--- src/rtl/uart_rx_pkg.sv ---
// Shared definitions for the UART receive path: frame states, legal
// oversampling ratios, parity-type encoding and small helpers.
package uart_rx_pkg;

    typedef enum logic [2:0] {
        IDLE   = 3'd0,
        START  = 3'd1,
        DATA   = 3'd2,
        PARITY = 3'd3,
        STOP   = 3'd4
    } rx_state_e;

    typedef enum logic {
        PAR_EVEN = 1'b0,
        PAR_ODD  = 1'b1
    } par_type_e;

    localparam int PRESCALE_X8  = 8;
    localparam int PRESCALE_X16 = 16;
    localparam int PRESCALE_X32 = 32;

    function automatic logic prescale_legal(input int p);
        return (p == PRESCALE_X8) || (p == PRESCALE_X16) || (p == PRESCALE_X32);
    endfunction

    function automatic logic majority3(input logic a, input logic b, input logic c);
        return (a & b) | (a & c) | (b & c);
    endfunction

endpackage

--- src/rtl/data_sampling.sv ---
// Three-tap mid-bit capture of rx_in with a 2-of-3 majority vote; the voted
// bit and its strobe appear one cycle after the third tap.
module data_sampling
    import uart_rx_pkg::*;
#(
    parameter int PWIDTH = 6
) (
    input  logic              clk,
    input  logic              rst,
    input  logic              enable,
    input  logic              rx_in,
    input  logic [PWIDTH-1:0] prescale,
    input  logic [PWIDTH-1:0] edge_counter,
    output logic              sampled_bit,
    output logic              sample_done
);

    logic [PWIDTH-1:0] tick_a;
    logic [PWIDTH-1:0] tick_b;
    logic [PWIDTH-1:0] tick_c;
    logic              active;
    logic              samp_a;
    logic              samp_b;

    assign tick_c = prescale >> 1;
    assign tick_b = tick_c - PWIDTH'(1);
    assign tick_a = tick_c - PWIDTH'(2);
    assign active = enable && prescale_legal(int'(prescale));

    always_ff @(posedge clk or negedge rst) begin
        if (!rst) begin
            samp_a      <= 1'b0;
            samp_b      <= 1'b0;
            sampled_bit <= 1'b0;
            sample_done <= 1'b0;
        end else begin
            sample_done <= 1'b0;
            if (active) begin
                if (edge_counter == tick_a) samp_a <= rx_in;
                if (edge_counter == tick_b) samp_b <= rx_in;
                // Third tap is taken live and voted in the same edge.
                if (edge_counter == tick_c) begin
                    sampled_bit <= majority3(samp_a, samp_b, rx_in);
                    sample_done <= 1'b1;
                end
            end
        end
    end

endmodule

--- src/rtl/uart_rx_sampler.sv ---
// UART frame receiver: sequences start/data/parity/stop bits from the voted
// samples, deserialises LSB-first and raises one-cycle result/error strobes.
module uart_rx_sampler
    import uart_rx_pkg::*;
#(
    parameter int PWIDTH = 6,
    parameter int DWIDTH = 8
) (
    input  logic              clk,
    input  logic              rst,
    input  logic              enable,
    input  logic              rx_in,
    input  logic [PWIDTH-1:0] prescale,
    input  logic [PWIDTH-1:0] edge_counter,
    input  logic [PWIDTH-2:0] bit_counter,
    input  logic              par_en,
    input  logic              par_typ,
    output logic              sampled_bit,
    output logic              sample_done,
    output logic [DWIDTH-1:0] p_data,
    output logic              data_valid,
    output logic              par_err,
    output logic              stp_err,
    output logic              strt_glitch
);

    localparam logic [PWIDTH-2:0] LAST_DATA_IDX = (PWIDTH-1)'(DWIDTH);
    localparam logic [PWIDTH-2:0] IDX_ONE       = (PWIDTH-1)'(1);

    rx_state_e         state;
    rx_state_e         state_nxt;
    logic              enable_d;
    logic              enable_rise;
    logic [PWIDTH-2:0] frame_idx;
    logic [DWIDTH-1:0] shift_q;
    logic              par_en_q;
    par_type_e         par_typ_q;
    logic              err_seen;
    logic              samp_en;
    logic              bit_ok;
    logic              exp_par;
    logic              shift_en;
    logic              frame_ok;

    assign enable_rise = enable & ~enable_d;
    // The sampler only runs once a frame has actually been opened.
    assign samp_en     = enable && (state != IDLE);
    assign bit_ok      = sample_done && enable && (bit_counter == frame_idx);
    assign exp_par     = (par_typ_q == PAR_ODD) ? ~(^shift_q) : ^shift_q;

    data_sampling #(.PWIDTH(PWIDTH)) u_data_sampling (
        .clk          (clk),
        .rst          (rst),
        .enable       (samp_en),
        .rx_in        (rx_in),
        .prescale     (prescale),
        .edge_counter (edge_counter),
        .sampled_bit  (sampled_bit),
        .sample_done  (sample_done)
    );

    always_comb begin
        state_nxt   = state;
        strt_glitch = 1'b0;
        par_err     = 1'b0;
        stp_err     = 1'b0;
        shift_en    = 1'b0;
        frame_ok    = 1'b0;
        case (state)
            IDLE:   if (enable_rise) state_nxt = START;
            START:  if (bit_ok) begin
                        strt_glitch = sampled_bit;
                        state_nxt   = sampled_bit ? IDLE : DATA;
                    end
            DATA:   if (bit_ok) begin
                        shift_en = 1'b1;
                        if (frame_idx == LAST_DATA_IDX)
                            state_nxt = par_en_q ? PARITY : STOP;
                    end
            PARITY: if (bit_ok) begin
                        par_err   = (sampled_bit != exp_par);
                        state_nxt = STOP;
                    end
            STOP:   if (bit_ok) begin
                        stp_err   = ~sampled_bit;
                        frame_ok  = sampled_bit & ~err_seen;
                        state_nxt = enable_rise ? START : IDLE;
                    end
            default: state_nxt = IDLE;
        endcase
        // Losing enable or disagreeing with the external bit index kills the frame.
        if (state != IDLE && (!enable || (sample_done && bit_counter != frame_idx)))
            state_nxt = IDLE;
    end

    always_ff @(posedge clk or negedge rst) begin
        if (!rst) begin
            state      <= IDLE;
            enable_d   <= 1'b0;
            frame_idx  <= '0;
            shift_q    <= '0;
            par_en_q   <= 1'b0;
            par_typ_q  <= PAR_EVEN;
            err_seen   <= 1'b0;
            p_data     <= '0;
            data_valid <= 1'b0;
        end else begin
            state      <= state_nxt;
            enable_d   <= enable;
            data_valid <= frame_ok;
            if (frame_ok) p_data <= shift_q;
            if (state == START && bit_ok) begin
                par_en_q  <= par_en;
                par_typ_q <= par_type_e'(par_typ);
            end
            if (state_nxt == START && state != START) begin
                frame_idx <= '0;
                shift_q   <= '0;
                err_seen  <= 1'b0;
            end else if (state_nxt == IDLE) begin
                frame_idx <= '0;
                shift_q   <= '0;
            end else begin
                if (bit_ok) frame_idx <= frame_idx + IDX_ONE;
                if (shift_en) shift_q <= {sampled_bit, shift_q[DWIDTH-1:1]};
                if (par_err) err_seen <= 1'b1;
            end
        end
    end

endmodule

--- config.mk ---
export PLATFORM = sky130hd
export DESIGN_NAME = uart_rx_sampler
export DESIGN_NICKNAME = d
export VERILOG_FILES = /design/src/rtl/uart_rx_pkg.sv /design/src/rtl/data_sampling.sv /design/src/rtl/uart_rx_sampler.sv
export SDC_FILE = /design/constraint.sdc
export NUM_CORES = 1
export LEC_CHECK = 0
export CORE_MARGIN = 1.5
export CORE_UTILIZATION = 31
export CTS_CLUSTER_DIAMETER = 200
export CTS_CLUSTER_SIZE = 40
export DETAILED_ROUTE_END_ITERATION = 10
export PLACE_DENSITY = 0.57
export SYNTH_ARGS = -nofsm -noshare
export SYNTH_HDL_FRONTEND = slang
export SYNTH_HIERARCHICAL = 1
export SYNTH_SLANG_ARGS = --single-unit
--- constraint.sdc ---
create_clock -name clk -period 1.85 [get_ports clk]
set_input_delay 0.37 -clock clk [delete_from_list [all_inputs] [get_ports clk]]
set_output_delay 0.37 -clock clk [all_outputs]
set_load 0.005 [all_outputs]
# == After elaboration in Yosys (flattened, before gate mapping) ==
# Cells that the tools add are included.
# W data, S select, Z words.
# totals
ff_bits,33
latch_bits,0
ramBits,0
rom_bits,0
in_bits,23
output_inout_bits,14
wordCells,100
mem_count,0
# classes
add_sub_neg,3
multipliers,0
div_mod_pow,0
n_lt_le_gt_ge,0
n_eq_ne,17
shift,0
mux,33
n_bitwise,11
reduce_logical,23
# ops
op,n
$mux W3,8
$mux W8,3
$mux W1,17
$mux W5,3
$pmux W3 S5,1
$eq A6 B6 Y1,2
$eq A6 B6 Y1 const B,2
$reduce_bool A3 Y1,3
$logic_and A1 B1 Y1,8
$reduce_and A2 Y1,4
$reduce_xor A8 Y1,1
$eq A3 B1 Y1 const B,2
$eq A3 B2 Y1 const B,2
$eq A6 B5 Y1,1
$eq A6 B5 Y1 const B,1
$logic_not A3 Y1,2
$sub A5 B1 Y6 const B,1
$sub A5 B2 Y6 const B,1
$add A5 B1 Y5 const B,1
$and A1 B1 Y1,5
$eq A5 B4 Y1 const B,1
$eq A5 B5 Y1,1
$ne A5 B5 Y1,1
$not A1 Y1,4
other kinds (9),12

# == Depth between registers and ports, before layout ==
# Gate-level depths: netlist (run 1).
# logic_depth
word_depth,10
ltp_mapped,8
depth_no_buf,7

# == By module ==
# Netlist (run 1), hierarchy kept.
# by_module_without_submodules
module,instances,cells_per_inst,area_each_um2,seq_area_each_um2
uart_rx_sampler,1,151,1816.7,725.7
data_sampling,1,48,491.7,100.1

# == Least setup slack after synthesis (run 1) ==
# No wires, ideal clock.
# synth_timing
path_kind,input-to-reg
start,in prescale[2]
end,reg u_data_sampling.samp_b
setup_ns,0.125
arrival_time_ns,1.793
required_time_ns,1.725
setup_slack_ns,-0.068
path_stages,7
n_path_buf,0
path_cell_list,inv_1 ha_1 a21boi_0 nand2_1 xnor2_1 nor4_2 mux2_4
# synth_between
elab_chain_cells,5
elab_cells_between_ends,9
# synth_lines
item,line,rtl
"start, declared",uart_rx_sampler.sv:13,"input logic [PWIDTH-1:0] prescale,"
"parallel branches: the longest is 4 deep, another holds $sub A5 B1 Y6",n/a,
$reduce_and A2 Y1 (no line) (*),n/a,
"end signal, assigned",data_sampling.sv:40,if (edge_counter == tick_b) samp_b <= rx_in;
"end, declared",data_sampling.sv:23,logic samp_b;
# Mark *: on every way between the ends.
# A chain may end at the register's enable or synchronous reset.

# == Final worst setup path (run 1) ==
# layout_timing
start,reg shift_q[1]
end,out par_err
# layout_between
elab_chain_cells,6
# layout_lines
item,line,rtl
"start, declared",uart_rx_sampler.sv:35,logic [DWIDTH-1:0] shift_q;
"start signal, assigned",uart_rx_sampler.sv:125,"if (shift_en) shift_q <= {sampled_bit, shift_q[DWIDTH-1:1]};"
$reduce_xor A8 Y1 (*),uart_rx_sampler.sv:49,assign exp_par = (par_typ_q == PAR_ODD) ? ~(^shift_q) : ^shift_q;
$not A1 Y1,uart_rx_sampler.sv:49,
$mux W1 (*),uart_rx_sampler.sv:49,
$ne A1 B1 Y1 (*),uart_rx_sampler.sv:81,par_err = (sampled_bit != exp_par);
$mux W1 (*),uart_rx_sampler.sv:80,PARITY: if (bit_ok) begin
$mux W1 (*),uart_rx_sampler.sv:69,case (state)
"end, declared",uart_rx_sampler.sv:22,"output logic par_err,"
# Every way passes the cells marked *; elsewhere a longest branch is shown, timed or not.

==> run summary, run 1 <==
Status = finished with violations
Failing checks = negative setup slack
Library cells used by synthesis = 59
Area Overhead vs Synth = 64.6%
Final worst path period share = 115%
Post-synth top area share = 35.8%
TritonCTS clock tree = done
# hold bufs at CTS = 0
Clock root cell = clkbuf_8
LEAKAGE = 1.69 nW
First-pass GRT wire length = 9710 um
Synth top area cells = dfrtp_1 (36%), xnor2_1 (6.4%), mux2_1 (5.9%)
Fin util = 52.7%
Mapped Cells = 199
Fillers = 652
Clk slew on worst S/H paths = 0.07 ns
Port Buffers = 36
Final hold vios = 0
Total power = 2.33 mW
Synth Register Bits = 33
Clock Latency Late Sink = 0.28 ns
DR vias = 1977
Final Skew = 0.00569 ns
Worst-Margin Slew = 0.689 ns
Number of global-route vias before repair = 1983
Max-slew headroom = 53.9%
Wire per inst = 14.5 um
Seq/Total Area, Yosys = 35.8%
Htree depth = 2
Pwr/cell area = 613 nW/um^2
Worst hold slack = 0.493 ns
Initial antenna violation count = 0
TritonRoute pass-1 iters = 4
Die H = 89.3 um
Post-route setup slack = -0.282 ns
Worst Setup Start Kind = flip-flop
Io pins = 37
Cts bufs inserted = 5
YS warnings = 6
Syn avg cell area = 11.6 um^2
Peak Freq = 469 MHz
Max VDD drop = 305 uV
Placed insts = 391
Prevailing post-synth register cell = dfrtp_1
Placer Congestion = 0.839
# setup viols final = 20
Pin count of the biggest net entering global routing = 34
Hold WC Path Type = in -> async
Share of cells above drive strength 1 = 54.7%
DRT iter0 DRCs = 74
Required time of the critical path = 1.48 ns
Mapped cell area = 2310 um^2
Crit path DAT = 1.76 ns
WS Path Type = reg -> out
Clk buf depth = 2
# DRC = 0
Top post-synthesis cells by count = dfrtp_1 (33), xnor2_1 (17), mux2_1 (12)
RSZ-0062 raised after global routing = true
Most common cell in the netlist = dfrtp_1
Max-slew violations = 0
Core area = 7210 um^2
Post-DP HPWL = 4180 um
Endpoint class of the critical path = primary output
Syn nets = 228
MaxCap Viol Count = 0
Post-synthesis async set-or-reset flop share = 100%
Area leader, netlist = dfrtp_1
DRT antenna net count = 0
Grt ovf = 0
Post-synth EDFFs = 0
Final min period = 2.13 ns
# diodes = 0
Fin cells = 415
Die Width = 89.3 um
Initial Util = 32.0%
Final nets = 344
Row count = 31
Mean number of vias per cell = 4.76
Full die area = 7970 um^2
CP max FO = 2
Total GRT Usage = 16.0%
Final wirelength = 6000 um
Reg2Reg Depth = 10
# clock sinks = 33
[power by group]
part	switching, mW	leakage, nW	internal [mW]
combinational	0.479	1.18	0.500
sequential	0.00825	0.454	0.734
clock	0.273	0.0542	0.336
[worst max-delay path: stages, from the launching register on]
cell     delay [ns]
dfrtp_1        0.39
xnor2_1        0.17
xnor3_1        0.42
xnor2_1        0.15
and4_1         0.23
buf_2          0.12
[placed cells by master, fill, tap and decap left out, types with 7 or more instances in the layout]
cell type,count
buf_6,8
buf_4,65
clkdlybuf4s50_1,20
mux2_4,13
clkbuf_8,7
dfrtp_1,31
inv_1,8
nand3_1,9
xnor2_1,15
dlygate4sd2_1,11
nor3_2,9
[registers in the layout, summed over array words and instances (netlist names), 3 cells and up]
| name | count |
|---|---|
| shift_q | 8 |
| state | 3 |
| frame_idx | 5 |
| p_data | 8 |
[area by class of cell]
cell class,instances,area (um^2),area share (%)
multi-input cells,150,1710,44.9
flip-flops and latches,33,828,21.8
inverters,11,41.3,1.09
well taps,99,124,3.26
clock buffers,7,96.3,2.54
repair buffers,114,1000,26.3
clock inverters,1,5.00,0.132
[worst paths after layout]
| kind | end | startpoint | slack, ns |
|---|---|---|---|
| max | par_err | shift_q[1]$_DFFE_PN0P_ | -0.28 |
| min | frame_idx[0]$_DFFE_PN0P_ | rst | 0.49 |
| max reg2reg | frame_idx[1]$_DFFE_PN0P_ | frame_idx[3]$_DFFE_PN0P_ | -0.11 |
| min reg2reg | u_data_sampling/samp_a$_DFFE_PN0P_ | u_data_sampling/samp_a$_DFFE_PN0P_ | 0.50 |
| max in group asynchronous | state[2]$_DFF_PN0_ | rst | 1.01 |
| min in group clk | u_data_sampling/samp_a$_DFFE_PN0P_ | u_data_sampling/samp_a$_DFFE_PN0P_ | 0.50 |
[cell families after synthesis]
group	count (synthesis)	share of synthesized area [%]
AND/OR/NAND/NOR	63	22.1
flip-flops	33	35.8
AO/OA/AOI/OAI	32	12.0
XOR/XNOR	28	13.2
multiplexers	19	9.54
buffers and inverters	17	3.74
adder cells (fa/ha/maj)	7	3.69
[routing by layer]
metal  GRT usage [%]  up-vias  part of all wire [%]
li1                -      965                     -
met1            22.7      961                    48
met2            24.3       40                    47
met3            3.05       11                   3.1
met4            5.59        0                   1.8
met5               0        -                     0
[per-stage QoR]
stage	TNS (ns)	area [um^2]	setup slack (ns)
after floorplan	0	2330	0.0142
after global placement	-17.09	3280	-0.771
after detailed placement	-17.77	3280	-0.773
after CTS	-1.75	3550	-0.309
after global routing	-3.69	3800	-0.373
final	-1.79	3800	-0.282
[timing repair]
| action | CTS | global route |
|---|---|---|
| pin swaps | 24 | 20 |
| endpoints found under the setup margin | 28 | 29 |
| gates cloned | 1 | 0 |
| setup buffers | 6 | 12 |
| resized for setup | 50 | 43 |
(Power assumes the default switching activity.)
==> run 2, diff against run 1 <==
CORE_UTILIZATION = 43   (was 31)
PLACE_DENSITY = 0.73   (was 0.57)
==> run 2 against run 1 <==
Compared with the run above: the flow still finishes with violations (negative setup slack); design area is 3.4% lower; count of clock-buffer cells in the layout is 1 higher; die area is 27% lower; worst hold slack worse by 0.015 ns; via count is 6.6% higher; largest power group unchanged.
==> run summary, run 2 (synthesis results as in run 1) <==
# diodes = 0
Fin util = 71.4%
Initial Util = 44.9%
Share of cells above drive strength 1 = 50.9%
Setup TNS = -2.76 ns
Wire per inst = 17.6 um
Max-slew violations = 0
Clock Latency Late Sink = 0.29 ns
Pin count of the biggest net entering global routing = 34
Placer Congestion = 0.857
Buf+Inv Stages, Crit Path = 1
Biggest registers after layout = p_data x8, shift_q x8, frame_idx x5
Final Skew = 0.00381 ns
Mean number of vias per cell = 5.43
CP max FO = 2
Endpoint class of the critical path = primary output
Final min period = 2.22 ns
Total GRT Usage = 22.4%
Dominant delay contributor by cell family on the critical path = XOR/XNOR gates
Port Buffers = 36
Fin cells = 388
Clk slew on worst S/H paths = 0.07 ns
# setup viols final = 17
TritonCTS clock tree = done
Clk buf depth = 2
Post-DP HPWL = 4030 um
Slowest cell on crit path = xnor3_1
RSZ-0062 raised after global routing = true
Htree depth = 2
Total power = 2.20 mW
Required time of the critical path = 1.48 ns
Full die area = 5820 um^2
DR vias = 2108
Die Width = 76.3 um
Die H = 76.3 um
MaxCap Viol Count = 0
Final nets = 346
Io pins = 37
Hold WC Path Type = in -> async
Max VDD drop = 300 uV
LEAKAGE = 1.64 nW
Final wirelength = 6850 um
# hold bufs at CTS = 0
Clock root cell = clkbuf_8
Core area = 5140 um^2
Final Cell Area = 3670 um^2
Peak Freq = 450 MHz
Grt ovf = 0
Worst-Margin Slew = 0.469 ns
# DRC = 0
First-pass GRT wire length = 10400 um
Max-slew headroom = 68.7%
# clock sinks = 33
Cts bufs inserted = 5
Max incr delay on CP = 0.44 ns
Final hold vios = 0
Pwr/cell area = 600 nW/um^2
Failing checks = negative setup slack
Worst Setup Start Kind = flip-flop
Final worst path period share = 120%
DRT iter0 DRCs = 155
Commonest non-fill, non-tap cell in the layout = buf_4
Area Overhead vs Synth = 59.0%
Crit path DAT = 1.85 ns
DRT antenna net count = 0
Post-route setup slack = -0.370 ns
Most frequent cells in the layout = buf_4 (67), dfrtp_1 (32), clkdlybuf4s50_1 (20), xnor2_1 (15)
Initial antenna violation count = 0
Number of global-route vias before repair = 2178
Row count = 26
Area post-placement = 3170 um^2
WS Path Type = reg -> out
Status = finished with violations
TritonRoute pass-1 iters = 4
Placed insts = 355
CP cell instances = xnor2_2 > xnor3_1 > xnor2_1 > and4_1 > buf_2
-- run 2: changes by cell type in the layout (fill, tap and decap cells not counted), sizes merged --
cell / delta
clkinv: -1
dlygate4sd2: -1
clkbuf: +2
buf: +2
-- run 2: worst register-to-register path: stages, from the launching register on --
cell       delay [ns]
dfrtp_2          0.46
buf_4            0.17
a21oi_1          0.36
o2bb2ai_1        0.18
a221oi_4         0.47
buf_6            0.21
nor3_2           0.06
-- run 2: what timing repair did --
| action | CTS | global route |
|---|---|---|
| gates resized for setup | 58 | 26 |
| buffers inserted | 18 | 9 |
| pin swaps | 37 | 15 |
| setup endpoints to repair | 28 | 29 |
| cloned | 1 | 0 |
-- run 2: worst paths after layout --
path                                   startpoint                     end  slack, ns  cells after the start
min in group clk            p_data[1]$_DFFE_PN0P_   p_data[1]$_DFFE_PN0P_       0.49                      1
max reg2reg                    state[2]$_DFF_PN0_  shift_q[5]$_DFFE_PN0P_      -0.18                      6
max in group asynchronous                     rst      state[2]$_DFF_PN0_       1.04                      2
max                        shift_q[4]$_DFFE_PN0P_                 par_err      -0.37                      5
min reg2reg                 p_data[1]$_DFFE_PN0P_   p_data[1]$_DFFE_PN0P_       0.49                      1
min                                           rst    data_valid$_DFF_PN0_       0.48                      2
-- run 2: cell type report --
| class | instances | area (um^2) |
|---|---|---|
| well taps | 70 | 87.6 |
| inverters | 11 | 41.3 |
| clock buffers | 8 | 80.1 |
| multi-input cells | 150 | 1650 |
| fillers | 367 | 1470 |
| repair buffers | 116 | 988 |
| flip-flops and latches | 33 | 827 |
-- run 2: report_power, final --
group	switching (mW)	internal, mW
combinational	0.505	0.418
clock	0.269	0.267
sequential	0.00812	0.734
-- run 2: per-layer routing --
layer | part of all wire (%) | track usage (%) | up-vias
li1 | - | - | 965
met1 | 42 | 27.2 | 1048
met2 | 51 | 38.3 | 80
met3 | 4.7 | 4.55 | 15
met4 | 2.8 | 9.63 | 0
met5 | 0 | 0 | -
-- run 2: metrics by stage --
stage,hold WS [ns],setup slack (ns)
finish,0.478,-0.370
global route,0.510,-0.413
CTS,0.494,-0.313
detailed placement,0.479,-0.696
global placement,0.471,-0.717
floorplan,0.0744,0.0142
